**src/rtl/halflife_input_conditioner.sv**
```systemverilog
// rtl/halflife_input_conditioner.sv - sync, debounce, press pulse, auto-repeat and load capture for the half-life timer
module halflife_input_conditioner #(
  parameter int DEBOUNCE_CYCLES = 16,
  parameter int REPEAT_DELAY    = 1024,
  parameter int REPEAT_RATE     = 256
) (
  input  logic       clk,
  input  logic       rst,
  input  logic       up_raw,
  input  logic       down_raw,
  input  logic       load_raw,
  input  logic [3:0] in_raw,
  output logic       up_pulse,
  output logic       down_pulse,
  output logic       load_pulse,
  output logic [3:0] in_held
);

  localparam int DB_W   = $clog2(DEBOUNCE_CYCLES);
  localparam int TM_MAX = (REPEAT_DELAY > REPEAT_RATE) ? REPEAT_DELAY : REPEAT_RATE;
  localparam int TM_W   = $clog2(TM_MAX);

  localparam logic [DB_W-1:0] DB_LAST    = DB_W'(DEBOUNCE_CYCLES - 1);
  localparam logic [TM_W-1:0] DELAY_LAST = TM_W'(REPEAT_DELAY - 1);
  localparam logic [TM_W-1:0] RATE_LAST  = TM_W'(REPEAT_RATE - 1);

  typedef enum logic [1:0] {
    IDLE   = 2'd0,
    WAIT   = 2'd1,
    REPEAT = 2'd2
  } rep_state_e;

  // Bit order of the synchronizer vector: [0]=up, [1]=down, [2]=load, [6:3]=preset value
  logic [6:0]      s1_q, s2_q;
  logic [2:0]      btn;
  logic [2:0]      stable_q, stable_d;
  logic [DB_W-1:0] db_cnt_q [3];
  logic [DB_W-1:0] db_cnt_d [3];
  logic [2:0]      press;

  rep_state_e      rep_state_q [2];
  rep_state_e      rep_state_d [2];
  logic [TM_W-1:0] timer_q [2];
  logic [TM_W-1:0] timer_d [2];
  logic [1:0]      rep_pulse;

  logic            up_pulse_q, up_pulse_d;
  logic            down_pulse_q, down_pulse_d;
  logic            load_pulse_q, load_pulse_d;
  logic [3:0]      in_held_q, in_held_d;

  assign btn = s2_q[2:0];

  // Debounce each button; a press is the edge where the stable level flips 0->1
  always_comb begin
    for (int i = 0; i < 3; i++) begin
      stable_d[i] = stable_q[i];
      db_cnt_d[i] = '0;
      press[i]    = 1'b0;
      if (btn[i] != stable_q[i]) begin
        if (db_cnt_q[i] == DB_LAST) begin
          stable_d[i] = btn[i];
          press[i]    = btn[i];
        end else begin
          db_cnt_d[i] = db_cnt_q[i] + DB_W'(1);
        end
      end
    end
  end

  // Up/down repeat FSMs; the next-cycle stable level is used so a release exits on its own edge
  always_comb begin
    for (int j = 0; j < 2; j++) begin
      rep_state_d[j] = rep_state_q[j];
      timer_d[j]     = timer_q[j];
      rep_pulse[j]   = 1'b0;
      case (rep_state_q[j])
        IDLE: begin
          if (press[j]) begin
            rep_pulse[j]   = 1'b1;
            timer_d[j]     = '0;
            rep_state_d[j] = WAIT;
          end
        end
        WAIT: begin
          if (!stable_d[j]) begin
            timer_d[j]     = '0;
            rep_state_d[j] = IDLE;
          end else if (timer_q[j] == DELAY_LAST) begin
            rep_pulse[j]   = 1'b1;
            timer_d[j]     = '0;
            rep_state_d[j] = REPEAT;
          end else begin
            timer_d[j] = timer_q[j] + TM_W'(1);
          end
        end
        REPEAT: begin
          if (!stable_d[j]) begin
            timer_d[j]     = '0;
            rep_state_d[j] = IDLE;
          end else if (timer_q[j] == RATE_LAST) begin
            rep_pulse[j] = 1'b1;
            timer_d[j]   = '0;
          end else begin
            timer_d[j] = timer_q[j] + TM_W'(1);
          end
        end
        default: begin
          timer_d[j]     = '0;
          rep_state_d[j] = IDLE;
        end
      endcase
    end
  end

  // Output arbitration: load wins over up/down, and simultaneous up+down cancel each other
  always_comb begin
    load_pulse_d = press[2];
    up_pulse_d   = rep_pulse[0] & ~rep_pulse[1] & ~press[2];
    down_pulse_d = rep_pulse[1] & ~rep_pulse[0] & ~press[2];
    in_held_d    = press[2] ? s2_q[6:3] : in_held_q;
  end

  // State registers with synchronous active-high reset
  always_ff @(posedge clk) begin
    if (rst) begin
      s1_q         <= '0;
      s2_q         <= '0;
      stable_q     <= '0;
      for (int i = 0; i < 3; i++) db_cnt_q[i] <= '0;
      for (int j = 0; j < 2; j++) begin
        rep_state_q[j] <= IDLE;
        timer_q[j]     <= '0;
      end
      up_pulse_q   <= 1'b0;
      down_pulse_q <= 1'b0;
      load_pulse_q <= 1'b0;
      in_held_q    <= '0;
    end else begin
      s1_q         <= {in_raw, load_raw, down_raw, up_raw};
      s2_q         <= s1_q;
      stable_q     <= stable_d;
      for (int i = 0; i < 3; i++) db_cnt_q[i] <= db_cnt_d[i];
      for (int j = 0; j < 2; j++) begin
        rep_state_q[j] <= rep_state_d[j];
        timer_q[j]     <= timer_d[j];
      end
      up_pulse_q   <= up_pulse_d;
      down_pulse_q <= down_pulse_d;
      load_pulse_q <= load_pulse_d;
      in_held_q    <= in_held_d;
    end
  end

  assign up_pulse   = up_pulse_q;
  assign down_pulse = down_pulse_q;
  assign load_pulse = load_pulse_q;
  assign in_held    = in_held_q;

endmodule

```
**config.mk**
```make
export PLATFORM = sky130hd
export DESIGN_NAME = halflife_input_conditioner
export DESIGN_NICKNAME = d
export VERILOG_FILES = /design/src/rtl/halflife_input_conditioner.sv
export SDC_FILE = /design/constraint.sdc
export NUM_CORES = 1
export LEC_CHECK = 0
export ABC_AREA = 0
export CAP_MARGIN = 10
export CORE_MARGIN = 2
export CORE_UTILIZATION = 30
export DETAILED_ROUTE_END_ITERATION = 7
export GPL_TIMING_DRIVEN = 0
export PLACE_DENSITY = 0.48
export SYNTH_ARGS = -nofsm -noshare
export SYNTH_HDL_FRONTEND = slang
export SYNTH_SLANG_ARGS = --single-unit
```
**constraint.sdc**
```tcl
create_clock -name clk -period 1.7 [get_ports clk]
set_clock_uncertainty 0.2 [all_clocks]
set_input_delay 0.255 -clock clk [delete_from_list [all_inputs] [get_ports clk]]
set_output_delay 0.255 -clock clk [all_outputs]
set_load 0.02 [all_outputs]
```
# Yosys cells after proc, flatten, opt, wreduce, memory -nomap -nowiden

Memories as Yosys holds them, arrays and structs flattened.
Cells that the tools add are included.

Latch bits: 0
Memories: 3
Bits in writable memories: 36
Bits in registers: 24
Memory bits (read-only): 0

Memory list:

| memory      | depth | width | read ports | clocked after memory_dff | wr ports | RTL line | source |
|---|---|---|---|---|---|---|---|
| timer_q     | 2     | 10    | 2          | 0                        | 2        | 43       | `logic [TM_W-1:0] timer_q [2];` |
| db_cnt_q    | 3     | 4     | 3          | 0                        | 3        | 37       | `logic [DB_W-1:0] db_cnt_q [3];` |
| rep_state_q | 2     | 2     | 2          | 0                        | 2        | 41       | `rep_state_e rep_state_q [2];` |

Divide/modulo/power cells: 0
Shifts and indexed selects: 0
Bitwise operators: 14
Multiply operators: 0
Equality and inequality tests: 14
Mux-type cells: 60
Order comparisons: 0
Add/subtract/negate cells: 5
Reduce and logical (&&, ||, !) cells: 3

Operators with widths:

| cell                                                  | number |
|---|---|
| 2-to-1 mux 10 bit                                     | 12 |
| case mux 10 bit (3 select lines)                      | 2 |
| 2-to-1 mux 4 bit                                      | 9 |
| 2-to-1 mux 1 bit                                      | 23 |
| adder 10 x 1 -> 10 bit (second input constant)        | 2 |
| equality test 10 bit (second input constant)          | 2 |
| equality test 10 x 8 -> 1 bit (second input constant) | 2 |
| 2-to-1 mux 2 bit                                      | 10 |
| adder 4 x 1 -> 4 bit (second input constant)          | 3 |
| equality test 4 bit (second input constant)           | 3 |
| case mux 2 bit (3 select lines)                       | 2 |
| OR 1 bit                                              | 7 |
| case mux 1 bit (3 select lines)                       | 2 |
| AND 1 bit                                             | 4 |
| equality test 2 x 1 -> 1 bit (second input constant)  | 2 |
| equality test 2 bit (second input constant)           | 2 |
| zero test 2 bit                                       | 2 |
| != test 1 bit                                         | 3 |
| inverter 1 bit                                        | 3 |
| AND reduction 2 bit                                   | 1 |

# Logic depth before layout (Yosys ltp)

Word-level depth: 8
Depth in mapped cells: 7
Mapped depth without buffers: 6

# Least setup slack after synthesis

No wires, ideal clock.

Path kind: register to register
Start point: memory rep_state_q[0][2] (netlist name)
End point: memory timer_q[0][19] (netlist name)
Stages on the path, launching flop included: 7
Setup time: 0.103 ns
Slack: -0.142 ns
Path buffers: 0
Data required time: 1.397 ns
Clock period less this slack: 1.842 ns
Arrival: 1.539 ns
Path through: dfxtp_1 -> inv_1 -> ha_1 -> and3b_4 -> o211ai_4 -> nand2_2 -> a2111oi_2

RTL lines:

| item               | RTL line |
|---|---|
| start: declaration | 41 |
| end: declaration   | 43 |

==> metrics.yaml <==
totalWireLength_mm: 7.44
routed_via_density: 5.13
yosysUniqueCellTypes: 58
ant_nets: 0
seqPwrFrac_pct: 49.2
violations: "setup timing"
slew_headroom_pct: 53.6
p_leak_nw: 1.38
final_cell_mix: "48 x dfxtp_1, 25 x nor2_1, 22 x nand2_1, 22 x nand4_1"
hold_viol: 0
internal_power_w: 0.00218
synth.top_cell.area_share_pct: 41.3
status: "complete, but fails checks"
critical_path_buf_inv_count: 2
final_common_cell: "dfxtp_1"
cpLargestDelayFamily: "compound AO/OA/AOI/OAI gates"
worst_hold_slack_ps: 237
fin_crit_ps: 1880
grt_max_degree: 13
clock-sinks: 60
irDropWorstVdd_mv: 0.449
start_util_pct: 31.2
cts_root_buf: "clkbuf_8"
antenna_found_initial: 0
setup_viol: 24
first_iter_violations: 112
place_area_um2: 3290
die_w_um: 102
clk_latency_ps: 340
cap_violations: 0
end_kind: "flip-flop"
switching_share_pct: 25.0
avgRoutedWirePerCell_um: 14.8
dr.pass1.iters: 4
drc_errors: 0
path_cells: "inv_4 > ha_4 > o211ai_1 > mux2i_4 > buf_6 > nand2_2 > a2111oi_4"
vias: 2573
power_frac_clock_pct: 45.4
synthArstFlopShare_pct: 0
startpoint_type: "flip-flop"
gp_congestion: 0.780
ys_seq_area_share_pct: 41.3
grt_overflow: 0
grt_pass1_wl_mm: 12.1
max_stage_delay_ps: 400
io_buffers: 15
diodes: 0
fin_area_um2: 4060
slowest_stage: "dfxtp_4"
area_growth_pct: 39.7
clkTransAtPathRegs_ps: 80
setup_ws_ps: -183
synth_area_leaders: "dfxtp_1 41%, ha_1 5.6%, nand4_1 4.7%"
coreArea_um2: 9330
rows: 35
worstPathMaxFanout: 4
critPathArrivalTime_ps: 1940
p_comb_share_pct: 5.4
synthCells: 316
synth_area_per_cell_um2: 9.20
synth_area_leader_cell: "dfxtp_1"
reg2reg_setup_slack_ps: -180
ys.flop_type: "dfxtp_1"
nets: 390
grtUsageTotal_pct: 14.9
die_y_um: 102
max_freq_mhz: 531
pin_count: 16
yosys_warnings: 0
final_layout_size_suffix_gt1_share_pct: 31.1
syn-num-nets: 338
cts-hold-fix-buffers: 0
tightest_slew_ps: 695
ys_ff_latch: 60
fp.dieArea_um2: 10500
fin_crit_sh_pct: 111
cts_tree: "done"
hpwl_mm: 4.58
slew_viol_final: 0
cts_made_buffers: 9
nFillCells: 903
clk_path_buf_depth: 2
synth_edf_count: 0
power_density_nw_per_um2: 716
rsz0062_at_grt: "true"
hold_path_class: "reg2reg"
power_switching_w: 0.000727
htreeDepth: 3
worstSetupPathType: "reg2reg"
grt_pass1_vias: 2468
required_ps: 1750
syn_area_um2: 2910
-- synth_stat cells, types with 3 or more instances --
library cell / instances
ha_1: 13
nand2_1: 22
a211oi_1: 3
a31oi_1: 11
nor2_1: 25
mux2i_1: 6
clkbuf_1: 3
o21ai_0: 3
nand4_1: 22
nand4b_1: 3
o211ai_1: 6
nand3_1: 15
o2111ai_1: 3
inv_1: 14
xnor2_1: 4
and2_1: 3
nor2b_1: 16
dfxtp_1: 60
xor2_1: 4
and3_1: 6
nor3_1: 13
a21oi_1: 12
buf_2: 3
o21a_1: 4
-- cells by family (layout without fill, tap and decap cells) --
logic type	after synthesis	in the layout	synth area share, %
xor gates and xnor gates	8	8	2.41
DFF	60	60	41.3
muxes	9	9	4.13
buffers and inverters	25	81	4.47
and+or+nand+nor	142	142	27.1
AOI/OAI and AO/OA	59	60	15.0
adders and majority gates	13	13	5.59
-- power groups by stage --
stage	sequential [W]	clock [W]	combinational (W)
floorplan	0.00146	0	0.0000812
global placement	0.00147	0	0.000130
detailed placement	0.00147	0	0.000129
CTS	0.00143	0.00136	0.000141
global route	0.00143	0.00142	0.000172
finish	0.00143	0.00132	0.000158
-- state kept, by name (all words and copies together) (netlist names) --
name and count:
load_pulse 1, up_pulse 1, stable_q 3, down_pulse 1, in_held 4, rep_state_q 4, timer_q 20, s1_q 7
s2_q 7, db_cnt_q 12
-- routing by layer --
layer,global-route usage [%],part of all wire [%],vias to the layer above
li1,-,-,1282
met1,19.9,49,1228
met2,23.3,46,53
met3,3.01,3.3,10
met4,6.56,1.7,0
met5,0,0,-
-- worst paths after layout --
kind,endpoint,cells past startpoint,startpoint
worst max-delay path,timer_q[0][19],7,rep_state_q[0][3]
worst max register to register,timer_q[0][19],7,rep_state_q[0][3]
worst min-delay path,s2_q[4],1,s1_q[4]
worst min register to register,s2_q[4],1,s1_q[4]
-- stage by stage --
stage / total power (W) / util (%) / TNS, ps / instances / setup slack, ps
after floorplan: 0.00155 / - / -18.1 / 316 / -6.09
after global placement: 0.00160 / 35.2 / -10490 / 460 / -429
after detailed placement: 0.00160 / 35.2 / -10860 / 460 / -443
after CTS: 0.00293 / 41.4 / -2100 / 495 / -135
after global routing: 0.00303 / 43.6 / -4660 / 502 / -275
final: 0.00291 / 43.6 / -2560 / 502 / -183
-- final cells by class --
class / count / area (um2) / share of cell area [%]
multi-input combinational: 232 / 1910 / 47.1
sequential: 60 / 1230 / 30.2
timing repair buffer: 40 / 392 / 9.64
tap: 129 / 161 / 3.97
clock buffer: 9 / 124 / 3.05
buffer: 11 / 105 / 2.59
clock inverter: 7 / 75.1 / 1.85
inverter: 14 / 62.6 / 1.54
-- what timing repair did --
| action | CTS | global route |
|---|---|---|
| buffers inserted | 15 | 7 |
| gates cloned | 4 | 0 |
| gates resized for setup | 62 | 34 |
| pin swaps | 34 | 25 |
| setup endpoints to repair | 38 | 32 |
| endpoints found under the hold margin | 0 | 0 |
(Power assumes the default switching activity.)
